### config.mk
export PLATFORM = sky130hd
export DESIGN_NAME = regwrite_ctrl
export DESIGN_NICKNAME = d
export VERILOG_FILES = /design/src/rtl/regwrite_ctrl_pkg.sv /design/src/rtl/wb_fifo.sv /design/src/rtl/regwrite_ctrl.sv
export SDC_FILE = /design/constraint.sdc
export NUM_CORES = 1
export LEC_CHECK = 0
export BUFFER_PORTS_ARGS = -buffer_cell sky130_fd_sc_hd__buf_2
export CORE_UTILIZATION = 26
export CTS_CLUSTER_DIAMETER = 200
export DETAILED_ROUTE_END_ITERATION = 10
export PLACE_DENSITY_LB_ADDON = 0.1
export SYNTH_ARGS = -nofsm -noshare
export SYNTH_HDL_FRONTEND = slang
export SYNTH_HIERARCHICAL = 1
export SYNTH_SLANG_ARGS = --single-unit
export TNS_END_PERCENT = 50
### constraint.sdc
create_clock -name clk -period 6 [get_ports clk]
set_clock_uncertainty 0.05 [all_clocks]
set_input_delay 1.2 -clock clk [delete_from_list [all_inputs] [get_ports clk]]
set_output_delay 1.2 -clock clk [all_outputs]
set_load 0.05 [all_outputs]
### src/rtl/regwrite_ctrl_pkg.sv
// Shared widths, defaults and the pending-write entry type for the write-back controller.
package regwrite_ctrl_pkg;

  localparam int unsigned DEPTH_DEF  = 4;
  localparam int unsigned DATA_W_DEF = 32;
  localparam int unsigned REG_W      = 5;

  typedef logic [REG_W-1:0] reg_addr_t;

  // One pending register-file write at the default data width.
  typedef struct packed {
    reg_addr_t             rd;
    logic [DATA_W_DEF-1:0] data;
  } wb_entry_t;

  // A source register hazards only when it names a real register (x0 never stalls).
  function automatic logic src_hit(input reg_addr_t src, input logic hit);
    return (src != '0) && hit;
  endfunction

endpackage

### src/rtl/wb_fifo.sv
// In-order pending-write queue: two ordered push ports, one pop, and
// per-entry destination compare against two decode source registers.
module wb_fifo
  import regwrite_ctrl_pkg::*;
#(
  parameter int unsigned N     = DATA_W_DEF,
  parameter int unsigned DEPTH = DEPTH_DEF  // power of two, >= 2
) (
  input  logic                         clk,
  input  logic                         rst,
  input  logic                         i_push0,
  input  logic [REG_W-1:0]             i_rd0,
  input  logic [N-1:0]                 i_data0,
  input  logic                         i_push1,
  input  logic [REG_W-1:0]             i_rd1,
  input  logic [N-1:0]                 i_data1,
  input  logic                         i_pop,
  output logic [REG_W-1:0]             o_head_rd,
  output logic [N-1:0]                 o_head_data,
  output logic [$clog2(DEPTH+1)-1:0]   o_count,
  input  logic [REG_W-1:0]             i_cmp1,
  input  logic [REG_W-1:0]             i_cmp2,
  output logic                         o_match1,
  output logic                         o_match2
);

  localparam int unsigned PTR_W = $clog2(DEPTH);
  localparam int unsigned CNT_W = $clog2(DEPTH + 1);

  typedef struct packed {
    reg_addr_t    rd;
    logic [N-1:0] data;
  } entry_t;

  entry_t           r_mem [DEPTH];
  logic [PTR_W-1:0] r_wptr;
  logic [PTR_W-1:0] r_rptr;
  logic [CNT_W-1:0] r_count;

  logic             w_pop;
  logic [1:0]       w_n_push;
  logic [PTR_W-1:0] w_wptr_next;
  logic [PTR_W-1:0] w_wptr_plus1;

  // Pop only ever takes a valid entry; push count is 0, 1 or 2.
  always_comb begin
    w_pop        = i_pop && (r_count != '0);
    w_n_push     = 2'({1'b0, i_push0}) + 2'({1'b0, i_push1});
    w_wptr_plus1 = r_wptr + PTR_W'(1);
    w_wptr_next  = r_wptr + PTR_W'(w_n_push);
  end

  // Entry storage; port 0 always lands ahead of port 1 when both push.
  always_ff @(posedge clk) begin
    if (!rst) begin
      if (i_push0) begin
        r_mem[r_wptr] <= '{rd: i_rd0, data: i_data0};
      end
      if (i_push1) begin
        r_mem[i_push0 ? w_wptr_plus1 : r_wptr] <= '{rd: i_rd1, data: i_data1};
      end
    end
  end

  // Pointers and occupancy; both pointers wrap naturally at DEPTH.
  always_ff @(posedge clk) begin
    if (rst) begin
      r_wptr  <= '0;
      r_rptr  <= '0;
      r_count <= '0;
    end else begin
      r_wptr  <= w_wptr_next;
      if (w_pop) begin
        r_rptr <= r_rptr + PTR_W'(1);
      end
      r_count <= r_count + CNT_W'(w_n_push) - CNT_W'(w_pop);
    end
  end

  // Head and occupancy are read straight from state.
  always_comb begin
    o_head_rd   = r_mem[r_rptr].rd;
    o_head_data = r_mem[r_rptr].data;
    o_count     = r_count;
  end

  // An entry is live when its distance from the read pointer is below count.
  always_comb begin
    o_match1 = 1'b0;
    o_match2 = 1'b0;
    for (int unsigned i = 0; i < DEPTH; i++) begin
      logic [PTR_W-1:0] off;
      off = PTR_W'(i) - r_rptr;
      if (CNT_W'(off) < r_count) begin
        if (r_mem[i].rd == i_cmp1) o_match1 = 1'b1;
        if (r_mem[i].rd == i_cmp2) o_match2 = 1'b1;
      end
    end
  end

endmodule

### src/rtl/regwrite_ctrl.sv
// Register-file write-back controller: arbitrates load and ALU results into
// an in-order pending queue, retires one write per cycle, and flags
// read-after-write hazards for the decode stage.
module regwrite_ctrl
  import regwrite_ctrl_pkg::*;
#(
  parameter int unsigned N     = DATA_W_DEF,
  parameter int unsigned DEPTH = DEPTH_DEF  // power of two, >= 2
) (
  input  logic             clk,
  input  logic             rst,
  input  logic             mem_valid,
  input  logic [REG_W-1:0] mem_reg,
  input  logic [N-1:0]     mem_data,
  output logic             mem_ready,
  input  logic             alu_valid,
  input  logic [REG_W-1:0] alu_reg,
  input  logic [N-1:0]     alu_data,
  output logic             alu_ready,
  output logic [REG_W-1:0] writereg,
  output logic [N-1:0]     data,
  output logic             rw,
  input  logic [REG_W-1:0] readreg1,
  input  logic [REG_W-1:0] readreg2,
  output logic             stall
);

  localparam int unsigned CNT_W = $clog2(DEPTH + 1);

  logic [CNT_W-1:0] w_count;
  logic             w_mem_push;
  logic             w_alu_push;
  logic             w_pop;
  logic [REG_W-1:0] w_head_rd;
  logic [N-1:0]     w_head_data;
  logic             w_match1;
  logic             w_match2;

  logic             r_rw;
  logic [REG_W-1:0] r_writereg;
  logic [N-1:0]     r_data;

  // Admission from pre-edge occupancy; ALU leaves a slot for a concurrent load,
  // and the same-edge retire is deliberately not credited.
  always_comb begin
    mem_ready = (w_count <= CNT_W'(DEPTH - 1));
    if (mem_valid) begin
      alu_ready = (w_count <= CNT_W'(DEPTH - 2));
    end else begin
      alu_ready = (w_count <= CNT_W'(DEPTH - 1));
    end
  end

  // Results to x0 complete the handshake but are dropped instead of queued.
  always_comb begin
    w_mem_push = mem_valid && mem_ready && (mem_reg != '0);
    w_alu_push = alu_valid && alu_ready && (alu_reg != '0);
    w_pop      = (w_count != '0);
  end

  wb_fifo #(
    .N     (N),
    .DEPTH (DEPTH)
  ) u_wb_fifo (
    .clk         (clk),
    .rst         (rst),
    .i_push0     (w_mem_push),
    .i_rd0       (mem_reg),
    .i_data0     (mem_data),
    .i_push1     (w_alu_push),
    .i_rd1       (alu_reg),
    .i_data1     (alu_data),
    .i_pop       (w_pop),
    .o_head_rd   (w_head_rd),
    .o_head_data (w_head_data),
    .o_count     (w_count),
    .i_cmp1      (readreg1),
    .i_cmp2      (readreg2),
    .o_match1    (w_match1),
    .o_match2    (w_match2)
  );

  // Retire register: one write pulse per popped entry, address/data hold otherwise.
  always_ff @(posedge clk) begin
    if (rst) begin
      r_rw       <= 1'b0;
      r_writereg <= '0;
      r_data     <= '0;
    end else if (w_pop) begin
      r_rw       <= 1'b1;
      r_writereg <= w_head_rd;
      r_data     <= w_head_data;
    end else begin
      r_rw       <= 1'b0;
    end
  end

  // Hazard covers queued entries and the write currently being retired.
  always_comb begin
    stall = src_hit(readreg1, w_match1 || (r_rw && (r_writereg == readreg1)))
         || src_hit(readreg2, w_match2 || (r_rw && (r_writereg == readreg2)));
  end

  always_comb begin
    rw       = r_rw;
    writereg = r_writereg;
    data     = r_data;
  end

endmodule
After elaboration in Yosys (flattened, before gate mapping)
Memory sizes are Yosys's and may differ from the RTL's. A register that Yosys moved wholly into a read port is not among the register bits.
Index checks and enable logic that the tools add are counted.
{"block": "op_classes", "n_mul": 0, "n_div": 0, "reduce_logical": 16, "n_eq_ne": 10, "add_sub_neg": 10, "n_mux": 25, "n_lt_le_gt_ge": 6, "bitwise": 0, "shifts": 0}
{"operator": "5-bit == test", "n": 10}
{"operator": "1-bit 2-to-1 mux", "n": 24}
{"operator": "5-bit nonzero test", "n": 4}
{"operator": "2-bit by 3-bit less-than comparator with 1-bit output", "n": 4}
{"operator": "1-bit logical AND", "n": 8}
{"operator": "3-bit by 2-bit less-or-equal comparator with 1-bit output (second input constant)", "n": 2}
{"operator": "2-bit by 1-bit adder with 2-bit output (second input constant)", "n": 2}
{"operator": "1-bit by 2-bit subtractor with 2-bit output (first input constant)", "n": 2}
{"operator": "2-bit subtractor (first input constant)", "n": 2}
{"operator": "3-bit by 2-bit adder with 3-bit output", "n": 1}
{"operator": "1-bit logical OR", "n": 3}
{"operator": "3-bit nonzero test", "n": 1}
{"operator": "3-bit by 1-bit subtractor with 3-bit output", "n": 1}
{"operator": "1-bit by 1-bit adder with 2-bit output", "n": 1}
{"operator": "2-bit adder", "n": 1}
{"operator": "2-bit 2-to-1 mux", "n": 1}
{"block": "totals", "wordCells": 72, "latchBits": 0, "inputBits": 88, "reg_bits": 8, "ramBits": 148, "romBits": 0, "out_inout_bits": 41, "n_memories": 1}
{"memory": "u_wb_fifo.r_mem", "depth": 4, "width": 37, "rd": 5, "rd_ports_with_merged_regs": 1, "write_ports": 2, "line": "wb_fifo.sv:35", "text": "entry_t r_mem [DEPTH];"}

Depth between registers and ports, before layout
Gate-level depths: netlist (run 1).
{"block": "depth", "depth_word": 12, "ltp_mapped": 11, "depth_no_buf": 11}

Cells and area by module
Netlist (run 1), hierarchy kept.
{"module": "wb_fifo", "seq_area_each_um2": 4624.4, "area_each_um2": 8294.2, "cells_each": 500, "instances": 1}
{"module": "regwrite_ctrl", "seq_area_each_um2": 760.7, "area_each_um2": 1529.0, "cells_each": 194, "instances": 1}

Worst setup path after synthesis (run 1)
OpenSTA, ideal clock, no wires.
{"block": "synth_path", "kind": "in2reg", "startpoint": "in mem_valid", "endpoint": "mem u_wb_fifo/r_mem[1][0] (netlist name), enable pin", "path_stages": 7, "setup_ps": 395, "slack_ps": 1752, "n_path_buf": 2, "t_arrival_ps": 3804, "t_required_ps": 5555, "path_cell_list": "a31oi_1 o311a_1 nand2b_1 or2_1 buf_6 buf_6 nand2_1"}
{"element": "from (decl)", "line": "regwrite_ctrl.sv:12", "text": "input logic mem_valid,"}
{"element": "to (decl)", "line": "wb_fifo.sv:35"}

Worst setup path after layout (run 1)
{"block": "layout_path", "startpoint": "reg u_wb_fifo.r_count[1] (netlist: u_wb_fifo/o_count[1])", "endpoint": "out stall"}
{"block": "layout_via", "elab_chain_len": 11, "elab_cells_between_ends": 23, "classes_between": "order compare: 4; mux: 14; reduce/logical: 5"}
{"element": "from (decl)", "line": "wb_fifo.sv:38", "text": "logic [CNT_W-1:0] r_count;"}
{"element": "from (signal assigned)", "line": "wb_fifo.sv:76", "text": "r_count <= r_count + CNT_W'(w_n_push) - CNT_W'(w_pop);"}
{"element": "2-bit by 3-bit less-than comparator with 1-bit output", "line": "wb_fifo.sv:94", "text": "if (CNT_W'(off) < r_count) begin"}
{"element": "1-bit 2-to-1 mux", "line": "wb_fifo.sv:94"}
{"element": "1-bit 2-to-1 mux", "line": "wb_fifo.sv:95", "text": "if (r_mem[i].rd == i_cmp1) o_match1 = 1'b1;"}
{"element": "1-bit 2-to-1 mux", "line": "wb_fifo.sv:94"}
{"element": "1-bit 2-to-1 mux", "line": "wb_fifo.sv:95"}
{"element": "1-bit 2-to-1 mux", "line": "wb_fifo.sv:94"}
{"element": "1-bit 2-to-1 mux", "line": "wb_fifo.sv:95"}
{"element": "1-bit 2-to-1 mux (*)", "line": "wb_fifo.sv:94"}
{"element": "named net w_match1", "line": "regwrite_ctrl.sv:36", "text": "logic w_match1;"}
{"element": "1-bit logical OR (*)", "line": "regwrite_ctrl.sv:100", "text": "stall = src_hit(readreg1, w_match1 || (r_rw && (r_writereg == readreg1)))"}
{"element": "1-bit logical AND (*)", "line": "regwrite_ctrl_pkg.sv:18", "text": "return (src != '0) && hit;"}
{"element": "1-bit logical OR (*)", "line": "regwrite_ctrl.sv:101", "text": "|| src_hit(readreg2, w_match2 || (r_rw && (r_writereg == readreg2)));"}
{"element": "to (decl)", "line": "regwrite_ctrl.sv:25", "text": "output logic stall"}
The timed path passes the listed nets; every way through them passes the cells marked *.

==> run_results.csv, run 1 <==
group,metric,value,unit
outcome,status,"finished, final reports clean",
flow_run,cap_violations,0,
worst_setup_path,critPathLaunchType,"register",
final_layout,diodes,0,
worst_setup_path,crit_buf_inv,3,
yosys,synthesis.area,9820,sq um
worst_setup_path,worst-path-max-fanout,5,
final_layout,drive_gt1_frac,0.412,
grt,antenna_found_initial,3,
floorplanning,coreArea,36900,sq um
floorplanning,start_util,0.266,
power,power.density,434,nW/um^2
power,p_int,3.06,mW
final_layout,multi_input_area,4110,sq um
grt,grt_overflow,0,
sta,setup_viol,0,
place,dpl.hpwl,17300,um
floorplanning,die_h,196,um
place,placed_area,10900,sq um
power,sequentialPowerShare,0.400,
final_layout,seqCellArea,5390,sq um
clocking,post_cts_buffers,0,
power,pwr-share-comb,0.364,
yosys,synth-edff-count,148,
worst_setup_path,crit_type,"register to primary output",
sta,maxSlewHeadroom,0.176,
worst_setup_path,end_kind,"primary output",
yosys,synthesis.nets,796,
detailed_routing,totalWireLength,28100,um
final_layout,syn2layout_area_growth,17.1,%
clocking,root_buffer,"clkbuf_16",
worst_setup_path,cpMaxStageDelayCell,"dfxtp_1",
yosys,ys.warnings.count,6,
power,peakVddDrop,0.232,mV
sta,maxSlewViolCount,0,
detailed_routing,drc_errors,0,
floorplanning,fp.dieArea,38600,sq um
place,port_buffers,128,
sta,rsz0062_at_grt,"false",
sta,fin_crit_sh,0.691,
clocking,cts.reportedPaths.clkPinSlew,70,ps
clocking,cts_buffers,17,
grt,grt_pass1_vias,6765,
floorplanning,ios,129,
detailed_routing,dr.first_iter.drc_count,266,
detailed_routing,ant_nets,0,
final_layout,nets,912,
yosys,ys_async_sr_fraction,0,
clocking,cts.sinks,195,
worst_setup_path,worst-endpoint-arrival,2890,ps
yosys,synth_seq_cells,195,
grt,grt_start_max_net_pins,39,
power,p_sw,1.94,mW
place,dpl.cell_count,1295,
power,switching_share,0.388,
clocking,ctsHoldBuffers,0,
yosys,ys.flop_type,"edfxtp_1",
yosys,syn_inst,694,
power,p_clk_frac,0.236,
grt,grt_pass1_wl,42000,um
worst_setup_path,required,4750,ps
sta,fin_setup_tns,0,ps
clocking,cts_tree,"done",
floorplanning,num_rows,70,
clocking,max-clock-path-buffers,2,
detailed_routing,vias,6058,
sta,fin_crit,4140,ps
clocking,clk_latency,440,ps
final_layout,final_area,11500,sq um
power,leakage,4.05,nW
detailed_routing,firstDrtPassIters,4,
worst_setup_path,slowest_delay,440,ps
sta,max_freq,241,MHz
worst_setup_path,crit_family,"compound AO/OA/AOI/OAI gates",
detailed_routing,wire_per_inst,21.2,um
sta,max_slew.worst_pin.slew,1230,ps
yosys,ys_types,38,
min_path,holdCritPathClass,"register to register",
clocking,h-tree-depth,4,
place,gp_congestion,0.789,
detailed_routing,viasPerCell,4.57,
yosys,seq_area_frac_synth,0.548,
worst_setup_path,timing.critical_path.cells,"inv_1 > ha_1 > a21boi_0 > o21ai_0 > nand4_1 > nand4_1 > inv_1 > a21oi_1 > nor2_1 > o22ai_1 > buf_2",
final_layout,stdcell_count,1327,
grt,track_usage,0.149,
final_layout,fillers,3718,
clocking,cts_resized,0,
floorplanning,chipWidth,196,um
yosys,postSynthAreaPerCell,14.2,sq um
sta,hold_viol,0,
state kept, by name (all words and copies together), names as in the netlist, named ones only:
| register | flops |
|---|---|
| data | 32 |
| rw | 1 |
| u_wb_fifo/o_count | 3 |
| u_wb_fifo/r_mem | 148 |
| u_wb_fifo/r_rptr | 2 |
| u_wb_fifo/r_wptr | 2 |
| writereg | 5 |
worst reg2reg max path, stage by stage, from the launching register on:
cell and delay (ps):
dfxtp_1 420, a31oi_1 390, o311a_1 290, nand2b_1 220, or2_2 380, nand2_2 900
synthesized netlist by cell type (all sizes together), types with 2 or more instances:
cell type	number	area share
inv	17	0.0065
clkbuf	10	0.0038
xnor2	21	0.019
a21oi	44	0.023
nand2	77	0.029
o21ai	2	0.0010
buf	31	0.026
nand2b	2	0.0013
mux2	148	0.17
xor2	34	0.030
o311a	2	0.0020
nand4	10	0.0064
nand3	2	0.0010
edfxtp	148	0.45
nor3	12	0.0073
a31oi	7	0.0045
ha	13	0.017
nor2	9	0.0034
nor2b	6	0.0038
or3	4	0.0025
nor4	2	0.0013
dfxtp	47	0.096
a21o	3	0.0023
mux4	37	0.085
layout make-up:
type                    count  share of cell area
multi-input cells         441               0.357
clock buffers              18              0.0373
flip-flops and latches    195               0.468
repair buffers            138              0.0622
inverters                  17             0.00555
well taps                 504              0.0548
clock inverters            14              0.0148
metrics by stage:
stage	total power, mW	utilization	hold WS (ps)	worst slack (ps)
after floorplan	3.35	-	528	1750
after global placement	3.87	0.296	392	1800
after detailed placement	3.90	0.296	394	1800
after CTS	5.10	0.312	404	1870
after global routing	5.29	0.312	409	1620
final	5.00	0.312	399	1860
cell families after synthesis:
| group | synth area share |
|---|---|
| AOI/OAI and AO/OA | 0.0353 |
| xor gates and xnor gates | 0.0490 |
| buffers and inverters | 0.0366 |
| DFF | 0.548 |
| adders and majority gates | 0.0186 |
| and+or+nand+nor | 0.0578 |
| muxes | 0.254 |
metal layers:
layer | GRT usage | part of all wire | vias to the layer above
met4 | 0.0411 | 0.015 | 6
met1 | 0.188 | 0.45 | 3065
li1 | - | - | 2828
met3 | 0.0334 | 0.040 | 35
met2 | 0.257 | 0.50 | 124
met5 | 0 | 0.0011 | -
layout by cell type, fill, tap and decap left out, types with 2 or more instances in the layout:
cell type,count
edfxtp_1,148
buf_2,128
mux2_2,120
nand2_1,76
dfxtp_1,45
a21oi_1,42
mux4_2,37
xor2_1,34
mux2_1,28
xnor2_1,21
clkbuf_16,17
inv_1,15
ha_1,13
nor3_1,11
buf_4,10
nand4_1,10
nor2_1,8
a31oi_1,7
nor2b_1,6
or3_1,4
inv_8,3
a21o_2,3
inv_2,2
o311a_1,2
nor4_1,2
clkinv_4,2
inv_6,2
clkinv_2,2
bufinv_16,2
clkinvlp_4,2
nand3_1,2
nand2b_1,2
a21oi_4,2
o21ai_0,2
final timing paths:
path                   startpoint                     end  slack [ps]  cells past startpoint
min                      data[24]                data[24]         400                      2
max          u_wb_fifo/o_count[1]                   stall        1860                     11
max reg2reg  u_wb_fifo/o_count[2]  u_wb_fifo/r_mem[1][12]        2960                      5
min reg2reg              data[24]                data[24]         400                      2
power groups by stage:
stage | Clock [mW] | Combinational (mW) | Sequential (mW)
floorplan | 0 | 1.05 | 2.29
global placement | 0 | 1.84 | 2.03
detailed placement | 0 | 1.85 | 2.04
CTS | 1.22 | 1.86 | 2.01
global route | 1.27 | 1.98 | 2.05
finish | 1.18 | 1.82 | 2.00
(Power assumes the default switching activity.)
==> run 2: changes to the inputs <==
- ABC_AREA: default -> 1
- clock period: 6 -> 3.9 ns (I/O delays scaled with it)
==> run_results.csv, run 2 <==
group,metric,value,unit
outcome,status,"finished, final reports clean",
clocking,root_buffer,"clkbuf_16",
worst_setup_path,cpMaxStageDelayCell,"dfxtp_1",
detailed_routing,viasPerCell,4.47,
min_path,holdCritPathClass,"register to register",
power,power.density,709,nW/um^2
yosys,synthesis.area,10400,sq um
yosys,synth_seq_cells,195,
place,port_buffers,128,
worst_setup_path,required,3070,ps
clocking,post_cts_buffers,0,
worst_setup_path,r2r_start,"u_wb_fifo/o_count[0]",
worst_setup_path,crit_top_cell,"nand2_1",
worst_setup_path,crit_family,"simple AND/OR/NAND/NOR gates",
yosys,ys_async_sr_fraction,0,
sta,maxSlewHeadroom,0.372,
final_layout,nets,1383,
grt,grt_pass1_wl,47900,um
floorplanning,coreArea,39000,sq um
detailed_routing,firstDrtPassIters,5,
sta,rsz0062_at_grt,"false",
min_path,hold_depth,2,
clocking,cts.reportedPaths.clkPinSlew,70,ps
detailed_routing,vias,8102,
final_layout,drive_gt1_frac,0.199,
clocking,cts_resized,0,
floorplanning,start_util,0.266,
worst_setup_path,timing.critical_path.cells,"xor2_1 > ha_1 > inv_1 > nor2_1 > a21oi_1 > nand2_1 > nor2_1 > nor2_1 > nand3_1 > inv_1 > nand2_1 > nand2_1 > nand2_1 > buf_2",
yosys,synthesis.nets,1288,
detailed_routing,drc_errors,0,
grt,grt_start_max_net_pins,75,
worst_setup_path,rr_worst_depth,10,
sta,fin_hold_ws,412,ps
yosys,syn_inst,1186,
power,peakVddDrop,0.319,mV
detailed_routing,ant_nets,0,
final_layout,mostFrequentLayoutCells,"nand2_1 (313), edfxtp_1 (148), buf_2 (128)",
sta,setup_viol,0,
yosys,seq_area_frac_synth,0.520,
final_layout,final_common_cell,"nand2_1",
final_layout,largest_reg_flops,148,
yosys,yosysTopAreaCell,"edfxtp_1",
place,dpl.hpwl,19900,um
grt,grt_pass1_vias,8040,
yosys,ys_types,31,
worst_setup_path,worst_r2r_endpoint,"u_wb_fifo/r_mem[0][6]",
final_layout,syn2layout_area_growth,15.7,%
clocking,cts_buffers,17,
detailed_routing,totalWireLength,31000,um
worst_setup_path,end_kind,"primary output",
flow_run,cap_violations,0,
power,leakage,5.11,nW
yosys,ys.flop_type,"edfxtp_1",
min_path,hp-start,"data[26]",
floorplanning,num_rows,72,
worst_setup_path,worstSetupPathDepth,14,
clocking,h-tree-depth,4,
grt,antenna_found_initial,2,
worst_setup_path,worst-path-max-fanout,4,
clocking,cts.sinks,195,
sta,max_freq,297,MHz
place,gp_congestion,0.792,
detailed_routing,dr.first_iter.drc_count,466,
worst_setup_path,critPathLaunchType,"register",
sta,maxSlewViolCount,0,
yosys,synth_top_area_share,0.429,
floorplanning,ios,129,
sta,fin_setup_tns,0,ps
min_path,whs_endpoint,"data[26]",
sta,fin_crit,3370,ps
yosys,ys.warnings.count,6,
yosys,synth-edff-count,148,
clocking,cts_tree,"done",
floorplanning,fp.dieArea,40700,sq um
sta,max_slew.worst_pin.slew,941,ps
clocking,ctsHoldBuffers,0,
yosys,yosysMostFrequentCell,"nand2_1",
floorplanning,chipWidth,202,um
final_layout,regMostFlops,"u_wb_fifo/r_mem",
worst_setup_path,crit_buf_inv,3,
clocking,max-clock-path-buffers,2,
worst_setup_path,worst-endpoint-arrival,2540,ps
sta,fin_crit_sh,0.864,
grt,grt_overflow,0,
grt,track_usage,0.157,
clocking,clk_latency,450,ps
sta,hold_viol,0,
power,total_power,8.51,mW
worst_setup_path,slowest_delay,400,ps
detailed_routing,wire_per_inst,17.1,um
worst_setup_path,crit_type,"register to primary output",
floorplanning,die_h,202,um
yosys,postSynthAreaPerCell,8.74,sq um
yosys,synth.area.top_cells,"edfxtp_1 (43%), nand2_1 (11%), dfxtp_1 (9.1%)",
worst_setup_path,r2r_setup_slack,1300,ps
yosys,synthTopCellsByCount,"nand2_1 (317), edfxtp_1 (148), o21ai_0 (124), nor2_1 (121), inv_1 (100)",
run 2: metal layers:
| metal | up-vias | track usage | wire length (um) |
|---|---|---|---|
| met2 | 135 | 0.275 | 15200 |
| met1 | 3786 | 0.199 | 14600 |
| met4 | 0 | 0.0465 | 487 |
| met5 | - | 0 | 0 |
| li1 | 4158 | - | - |
| met3 | 23 | 0.0225 | 825 |
run 2: metrics by stage:
stage	worst slack, ps	util	cell area, sq um	instances
global route	283	0.307	12000	1812
CTS	502	0.307	12000	1812
global placement	819	0.292	11400	1780
finish	529	0.307	12000	1814
floorplan	623	-	10400	1186
detailed placement	820	0.292	11400	1780
run 2: worst max path at each step:
stage | from | slack [ps] | end
after floorplan | mem_valid | 620 | u_wb_fifo/r_mem[2][0]
after global placement | mem_reg[3] | 820 | u_wb_fifo/o_count[2]
after detailed placement | mem_reg[3] | 820 | u_wb_fifo/r_mem[0][7]
after CTS | u_wb_fifo/r_rptr[1] | 500 | stall
after global routing | u_wb_fifo/r_rptr[1] | 280 | stall
final | u_wb_fifo/r_rptr[1] | 530 | stall
run 2: layout make-up:
| type | instances | area, sq um |
|---|---|---|
| clock inverter | 14 | 161 |
| tap | 518 | 648 |
| antenna | 2 | 5.00 |
| sequential | 195 | 5390 |
| inverter | 104 | 390 |
| multi-input combinational | 817 | 4150 |
| clock buffer | 18 | 429 |
| fill | 4152 | 27000 |
| timing repair buffer | 146 | 826 |
run 2: kinds of logic (layout without fill, tap and decap cells):
group	after synthesis	in the layout	share of synthesized area
AND/OR/NAND/NOR	467	467	0.176
AO/OA/AOI/OAI	310	310	0.179
flip-flops	195	195	0.520
buffers and inverters	174	282	0.0839
XOR/XNOR	26	26	0.0238
adder cells (fa/ha/maj)	14	14	0.0176
other	0	2	0
run 2: worst register-to-register path, stage by stage, from the launching register on:
cell     delay [ps]
dfxtp_1         420
nand3_1         140
nand2_1          60
inv_1            60
nand2_1          50
a21oi_1         160
inv_1            80
nor2_2          330
nand3_2         390
nand2_2         170
buf_4           350
run 2: power breakdown:
group | internal [mW] | total [mW] | switching (mW)
sequential | 2.82 | 3.05 | 0.233
clock | 0.965 | 1.83 | 0.862
combinational | 0.956 | 3.63 | 2.68
